$ cat src/rtl/spi_xfer_sched.sv
// Two-requester round-robin scheduler in front of a single SPI core.
// Sequences each transfer through load, run (with timeout), read-back and response.
module spi_xfer_sched #(
  parameter int TIMEOUT = 1023,
  parameter int DW      = 16
) (
  input  logic          clk,
  input  logic          rst,
  input  logic [1:0]    req,
  input  logic [DW-1:0] txdata0,
  input  logic [DW-1:0] txdata1,
  input  logic [3:0]    len0,
  input  logic [3:0]    len1,
  input  logic [1:0]    mode0,
  input  logic [1:0]    mode1,
  output logic [1:0]    ack,
  output logic          err,
  output logic [DW-1:0] rdata,
  output logic          spi_en,
  output logic          spi_we,
  output logic          spi_oe,
  output logic          spi_cpol,
  output logic          spi_cpha,
  output logic [3:0]    spi_len,
  output logic [DW-1:0] spi_wdata,
  input  logic [DW-1:0] spi_rdata,
  input  logic          spi_busy,
  input  logic          spi_done
);

  typedef enum logic [2:0] {IDLE, LOAD, RUN, READ, RESP} state_t;

  localparam logic [9:0] RUN_LAST = 10'(TIMEOUT - 1);

  state_t        state_q, state_d;
  logic          grant_q, grant_d;
  logic          last_q, last_d;
  logic [DW-1:0] tx_q, tx_d;
  logic [3:0]    len_q, len_d;
  logic [1:0]    mode_q, mode_d;
  logic [9:0]    cnt_q, cnt_d;
  logic          err_q, err_d;
  logic [DW-1:0] rdata_q, rdata_d;

  // Completion is taken from spi_done alone; busy is informational only.
  logic busy_unused;
  assign busy_unused = spi_busy;

  always_ff @(posedge clk) begin
    if (rst) begin
      state_q <= IDLE;
      grant_q <= 1'b0;
      last_q  <= 1'b1;
      tx_q    <= '0;
      len_q   <= '0;
      mode_q  <= '0;
      cnt_q   <= '0;
      err_q   <= 1'b0;
      rdata_q <= '0;
    end else begin
      state_q <= state_d;
      grant_q <= grant_d;
      last_q  <= last_d;
      tx_q    <= tx_d;
      len_q   <= len_d;
      mode_q  <= mode_d;
      cnt_q   <= cnt_d;
      err_q   <= err_d;
      rdata_q <= rdata_d;
    end
  end

  always_comb begin
    state_d = state_q;
    grant_d = grant_q;
    last_d  = last_q;
    tx_d    = tx_q;
    len_d   = len_q;
    mode_d  = mode_q;
    cnt_d   = cnt_q;
    err_d   = err_q;
    rdata_d = rdata_q;
    unique case (state_q)
      IDLE: begin
        if (req != 2'b00) begin
          // Under contention the requester not served last wins.
          grant_d = (req == 2'b11) ? ~last_q : req[1];
          tx_d    = grant_d ? txdata1 : txdata0;
          len_d   = grant_d ? len1 : len0;
          mode_d  = grant_d ? mode1 : mode0;
          err_d   = 1'b0;
          state_d = LOAD;
        end
      end
      LOAD: begin
        cnt_d   = '0;
        state_d = RUN;
      end
      RUN: begin
        if (spi_done) begin
          state_d = READ;
        end else if (cnt_q == RUN_LAST) begin
          err_d   = 1'b1;
          state_d = RESP;
        end else begin
          cnt_d = cnt_q + 10'd1;
        end
      end
      READ: begin
        rdata_d = spi_rdata;
        state_d = RESP;
      end
      RESP: begin
        last_d  = grant_q;
        state_d = IDLE;
      end
      default: state_d = IDLE;
    endcase
  end

  assign spi_en    = (state_q == LOAD) || (state_q == RUN);
  assign spi_we    = (state_q == LOAD);
  assign spi_oe    = (state_q == READ);
  assign spi_wdata = tx_q;
  assign spi_len   = len_q;
  assign spi_cpol  = mode_q[1];
  assign spi_cpha  = mode_q[0];
  assign ack       = (state_q == RESP) ? (grant_q ? 2'b10 : 2'b01) : 2'b00;
  assign err       = (state_q == RESP) && err_q;
  assign rdata     = rdata_q;

endmodule
$ cat config.mk
export PLATFORM = sky130hd
export DESIGN_NAME = spi_xfer_sched
export DESIGN_NICKNAME = d
export VERILOG_FILES = /design/src/rtl/spi_xfer_sched.sv
export SDC_FILE = /design/constraint.sdc
export NUM_CORES = 1
export LEC_CHECK = 0
export CORE_ASPECT_RATIO = 0.8
export CORE_MARGIN = 3
export CORE_UTILIZATION = 26
export CTS_CLUSTER_SIZE = 8
export DETAILED_ROUTE_END_ITERATION = 10
export GPL_TIMING_DRIVEN = 0
export MAX_ROUTING_LAYER = met4
export PLACE_DENSITY = 0.54
export REMOVE_ABC_BUFFERS = 1
export SYNTH_ARGS = -nofsm -noshare
export SYNTH_HDL_FRONTEND = slang
export SYNTH_SLANG_ARGS = --single-unit
export TNS_END_PERCENT = 10
$ cat constraint.sdc
create_clock -name clk -period 1.7 [get_ports clk]
set_input_delay 0.425 -clock clk [delete_from_list [all_inputs] [get_ports clk]]
set_output_delay 0.425 -clock clk [all_outputs]
set_load 0.02 [all_outputs]
After elaboration in Yosys (flattened, before gate mapping)
Index checks and enable logic that the tools add are counted.
{"block": "classes", "addsub": 1, "mul": 0, "div_mod_pow": 0, "n_lt_le_gt_ge": 0, "n_eq_ne": 11, "shifts": 0, "mux": 17, "bitwise_logic": 1, "reduce_logical": 10}
{"op": "10-bit 2-to-1 mux", "count": 2}
{"op": "10-bit one-hot mux with 2 select lines", "count": 1}
{"op": "16-bit 2-to-1 mux", "count": 1}
{"op": "3-bit one-hot mux with 4 select lines", "count": 1}
{"op": "10-bit by 1-bit adder with 10-bit output (second input constant)", "count": 1}
{"op": "10-bit == test (second input constant)", "count": 1}
{"op": "3-bit 2-to-1 mux", "count": 3}
{"op": "2-bit inequality test (second input constant)", "count": 4}
{"op": "3-bit by 2-bit == test with 1-bit output (second input constant)", "count": 2}
{"op": "2-bit 2-to-1 mux", "count": 3}
{"op": "2-bit nonzero test", "count": 3}
{"op": "1-bit 2-to-1 mux", "count": 4}
{"op": "4-bit 2-to-1 mux", "count": 1}
{"op": "2-bit AND reduction", "count": 2}
{"op": "4-bit AND reduction", "count": 1}
{"op": "3-bit by 1-bit == test with 1-bit output (second input constant)", "count": 1}
{"op": "3-bit == test (second input constant)", "count": 1}
{"op": "3-bit zero test", "count": 1}
{"op": "3-bit inequality test (second input constant)", "count": 1}
{"op": "3-bit AND reduction", "count": 1}
{"op": "2-bit == test (second input constant)", "count": 1}
{"op": "1-bit one-hot mux with 2 select lines", "count": 1}
{"op": "1-bit logical AND", "count": 1}
{"op": "1-bit logical OR", "count": 1}
{"op": "1-bit inverter", "count": 1}
{"block": "totals", "register_bits": 54, "latchBits": 0, "ram_bits": 0, "mem_bits_ro": 0, "input_bits": 66, "out_inout_bits": 44, "word_cells": 49, "n_memories": 0}

Longest topological paths before layout
{"block": "logic_depth", "depth_word": 4, "ltp_mapped": 7, "ltp_nobuf": 6}

Worst setup path after synthesis
Ideal clock, no wire load.
{"block": "synth_path", "path_kind": "reg-to-output", "start": "reg state_q[2]", "end": "out spi_oe", "arrival_ns": 1.365, "t_required_ns": 1.275, "path_slack_ns": -0.090, "stages_incl_launch_ff": 5, "path_buffers": 2, "cell_sequence": "dfxtp_1 clkbuf_1 nand3b_1 clkinv_1 clkbuf_1"}
{"block": "synth_between", "elab_chain_len": 1}
{"element": "from (decl)", "line_no": "35", "rtl": "state_t state_q, state_d;"}
{"element": "from (signal assigned)", "line_no": "61", "rtl": "state_q <= state_d;"}
{"element": "3-bit by 2-bit == test with 1-bit output", "line_no": "123", "rtl": "assign spi_oe = (state_q == READ);"}
{"element": "to (decl)", "line_no": "21", "rtl": "output logic spi_oe,"}
No other way between the ends.

Final worst setup path
{"block": "layout_path", "start": "reg state_q[0]", "end": "out spi_en"}
{"block": "layout_between", "elab_chain_len": 2, "elab_cells_between_ends": 3, "cone_classes": "2 x eq/ne; 1 x reduce/logical"}
{"element": "3-bit by 1-bit == test with 1-bit output or 3-bit by 2-bit == test with 1-bit output (tied branches)", "line_no": "121", "rtl": "assign spi_en = (state_q == LOAD) || (state_q == RUN);"}
{"element": "1-bit logical OR *", "line_no": "121"}
{"element": "to (decl)", "line_no": "19", "rtl": "output logic spi_en,"}
Every way passes the cells marked *; elsewhere a longest branch is shown, timed or not.

==> impl_metrics.py <==
metrics = {
    "routing": {
        "ant_nets": 0,
        "drt_iter0_drc": 124,
        "routed_via_density": 4.68,
        "wl_per_cell_um": 14.1,
        "remaining_drc_errors": 0,
        "route.vias.total": 2384,
        "dr.pass1.iters": 4,
        "wl_um": 7200,
    },
    "layout": {
        "drive_gt1_share_pct": 19.9,
        "multi_input_area_um2": 1300,
        "layout_commonest_cell": "clkdlybuf4s50_1",
        "final.fill_count": 873,
        "nets": 464,
        "final_cells": 509,
        "final_cell_mix": "clkdlybuf4s50_1 (78), dfxtp_1 (49), nand2_1 (38), nor2_1 (27), buf_4 (25)",
        "regArea_um2": 1100,
        "diodes": 0,
        "syn2layout_area_growth_pct": 73.3,
    },
    "clocking": {
        "path_clk_slew_ns": 0.07,
        "cts_max_level": 2,
        "clock-sinks": 54,
        "cts_tree": "yes",
        "cts_buffers": 5,
        "cts_root_buf": "clkbuf_16",
        "clk_latency_ns": 0.29,
        "clk_path_buf_depth": 2,
    },
    "global_routing": {
        "grt_max_degree": 47,
        "grt_pass1_vias": 2268,
        "grt_usage_pct": 13.5,
        "grt_overflow": 0,
        "antenna_found_initial": 0,
        "grt_pass1_wl_um": 11200,
    },
    "setup_path": {
        "cp-end-kind": "output port",
        "startpoint_type": "register",
        "crit_required_ns": 1.27,
        "crit_fanout": 8,
        "cp.arrival_ns": 1.31,
        "path_class": "register to output port",
    },
    "timing": {
        "hold_ws_ns": 0.435,
        "finalMaxSlewViolations": 0,
        "setup_ws_ns": -0.0374,
        "tightest_slew_ns": 0.555,
        "max_freq_mhz": 576,
        "hold_violations": 0,
        "rsz0062_at_grt": "yes",
        "finalSetupViolCount": 4,
        "finalCriticalPeriod_ns": 1.74,
        "slew-limit-headroom_pct": 62.9,
        "fin_crit_sh_pct": 102,
        "clock_skew_ns": 0.00737,
    },
    "synthesis": {
        "yosysWarningCount": 0,
        "synth_edf_count": 0,
        "ys_ff_latch": 54,
        "synth_cell_types": 40,
        "syn_inst": 271,
        "synth-main-ff-cell": "dfxtp_1",
        "syn_area_um2": 2390,
        "ys_seq_area_share_pct": 45.2,
        "async_flop_share_pct": 0,
        "synthesis.area_per_instance_um2": 8.82,
    },
    "flow_run": {
        "cap_violations": 0,
    },
    "place": {
        "place_ws_ns": -1.19,
        "io_buffer_count": 108,
        "gp_congestion": 0.764,
        "dp_cells": 475,
        "dp_hpwl_um": 4700,
    },
    "die": {
        "io_pins": 110,
        "die_area_um2": 10400,
        "core_um2": 8710,
        "dieHeight_um": 91.8,
        "fp.dieW_um": 113,
        "rows": 30,
        "start_util_pct": 27.4,
    },
    "power": {
        "power_density_nw_per_um2": 856,
        "power.leakage_uw": 0.00180,
        "irDropWorstVdd_mv": 0.530,
    },
    "status": {
        "outcome": "finished, violations left",
        "violations": "negative setup slack",
    },
    "worst_hold_path": {
        "hold_path.class": "input pin to register",
    },
}
cells in the mapped netlist, drive strengths merged (3+ instances only):
| master | number | area share [%] |
|---|---|---|
| a21oi | 26 | 5.4 |
| nand3 | 5 | 1.0 |
| clkbuf | 15 | 2.4 |
| nor3 | 5 | 1.0 |
| nor2 | 29 | 4.6 |
| inv | 5 | 0.79 |
| dfxtp | 54 | 45 |
| nand2 | 40 | 6.3 |
| a211oi | 22 | 6.9 |
| a41oi | 3 | 1.1 |
| and3 | 4 | 1.0 |
| o21ai | 3 | 0.63 |
| buf | 5 | 1.6 |
| mux2i | 24 | 10 |
| and4 | 3 | 1.1 |
metal layers:
metal  GRT usage, %  part of all wire (%)  up-vias
met5              -                     0        -
met4           2.40                  0.51        0
met3           2.90                   6.3        2
met2           21.3                    46       82
met1           18.2                    47     1075
li1               -                     -     1225
power by group:
part	total [uW]	switching, uW	internal [uW]
combinational	1090	508	580
clock	1030	480	555
sequential	1420	58.8	1360
area by class of cell:
cell class | count | area share [%]
clock buffer | 5 | 3.02
timing repair buffer | 138 | 34.3
inverter | 6 | 0.725
sequential | 54 | 26.5
tap | 112 | 3.38
clock inverter | 3 | 0.604
multi-input combinational | 191 | 31.5
critical path: stages, from the launching register on:
cell,delay [ns]
dfxtp_4,0.38
or3b_4,0.43
nand2_2,0.09
buf_6,0.11
logic make-up (layout without fill, tap and decap cells):
| kind of cell | after synthesis | count (layout) | share of synthesized area, % |
|---|---|---|---|
| AO/OA/AOI/OAI | 67 | 67 | 19.1 |
| adder cells (fa/ha/maj) | 2 | 2 | 1.05 |
| buffers and inverters | 26 | 152 | 4.87 |
| flip-flops | 54 | 54 | 45.2 |
| multiplexers | 24 | 24 | 10.1 |
| AND/OR/NAND/NOR | 98 | 98 | 19.7 |
metrics by stage:
step	TNS, ns	total power (uW)	utilization (%)	cell area [um2]
after floorplan	-21.73	1860	-	2300
after global placement	-82.47	2310	40.4	3520
after detailed placement	-32.15	2340	41.1	3580
after CTS	-0.199	3540	45.6	3970
after global routing	-0.442	3740	47.6	4140
final	-0.0800	3550	47.6	4140
path summary, 6_finish.rpt:
kind / cells past startpoint / from / endpoint / slack, ns
max: 3 / state_q[0] / spi_en / -0.04
min: 2 / rst / rdata[3] / 0.44
max reg2reg: 4 / state_q[2] / cnt_q[6] / -0.01
min reg2reg: 2 / rdata[3] / rdata[3] / 0.46
timing repair:
item | CTS | global route
cloned | 2 | 0
hold buffers | 0 | 0
resized for setup | 53 | 43
pin swaps | 4 | 18
buffers inserted | 20 | 4
setup endpoints to repair | 56 | 48
registers in the layout (all words and copies together) (netlist names):
register and count:
last_q 1, grant_q 1, mode_q 2, rdata 16
spi_len 4, err_q 1, cnt_q 10, spi_wdata 16
state_q 3
Note: power is estimated with default switching activity, not from simulation.
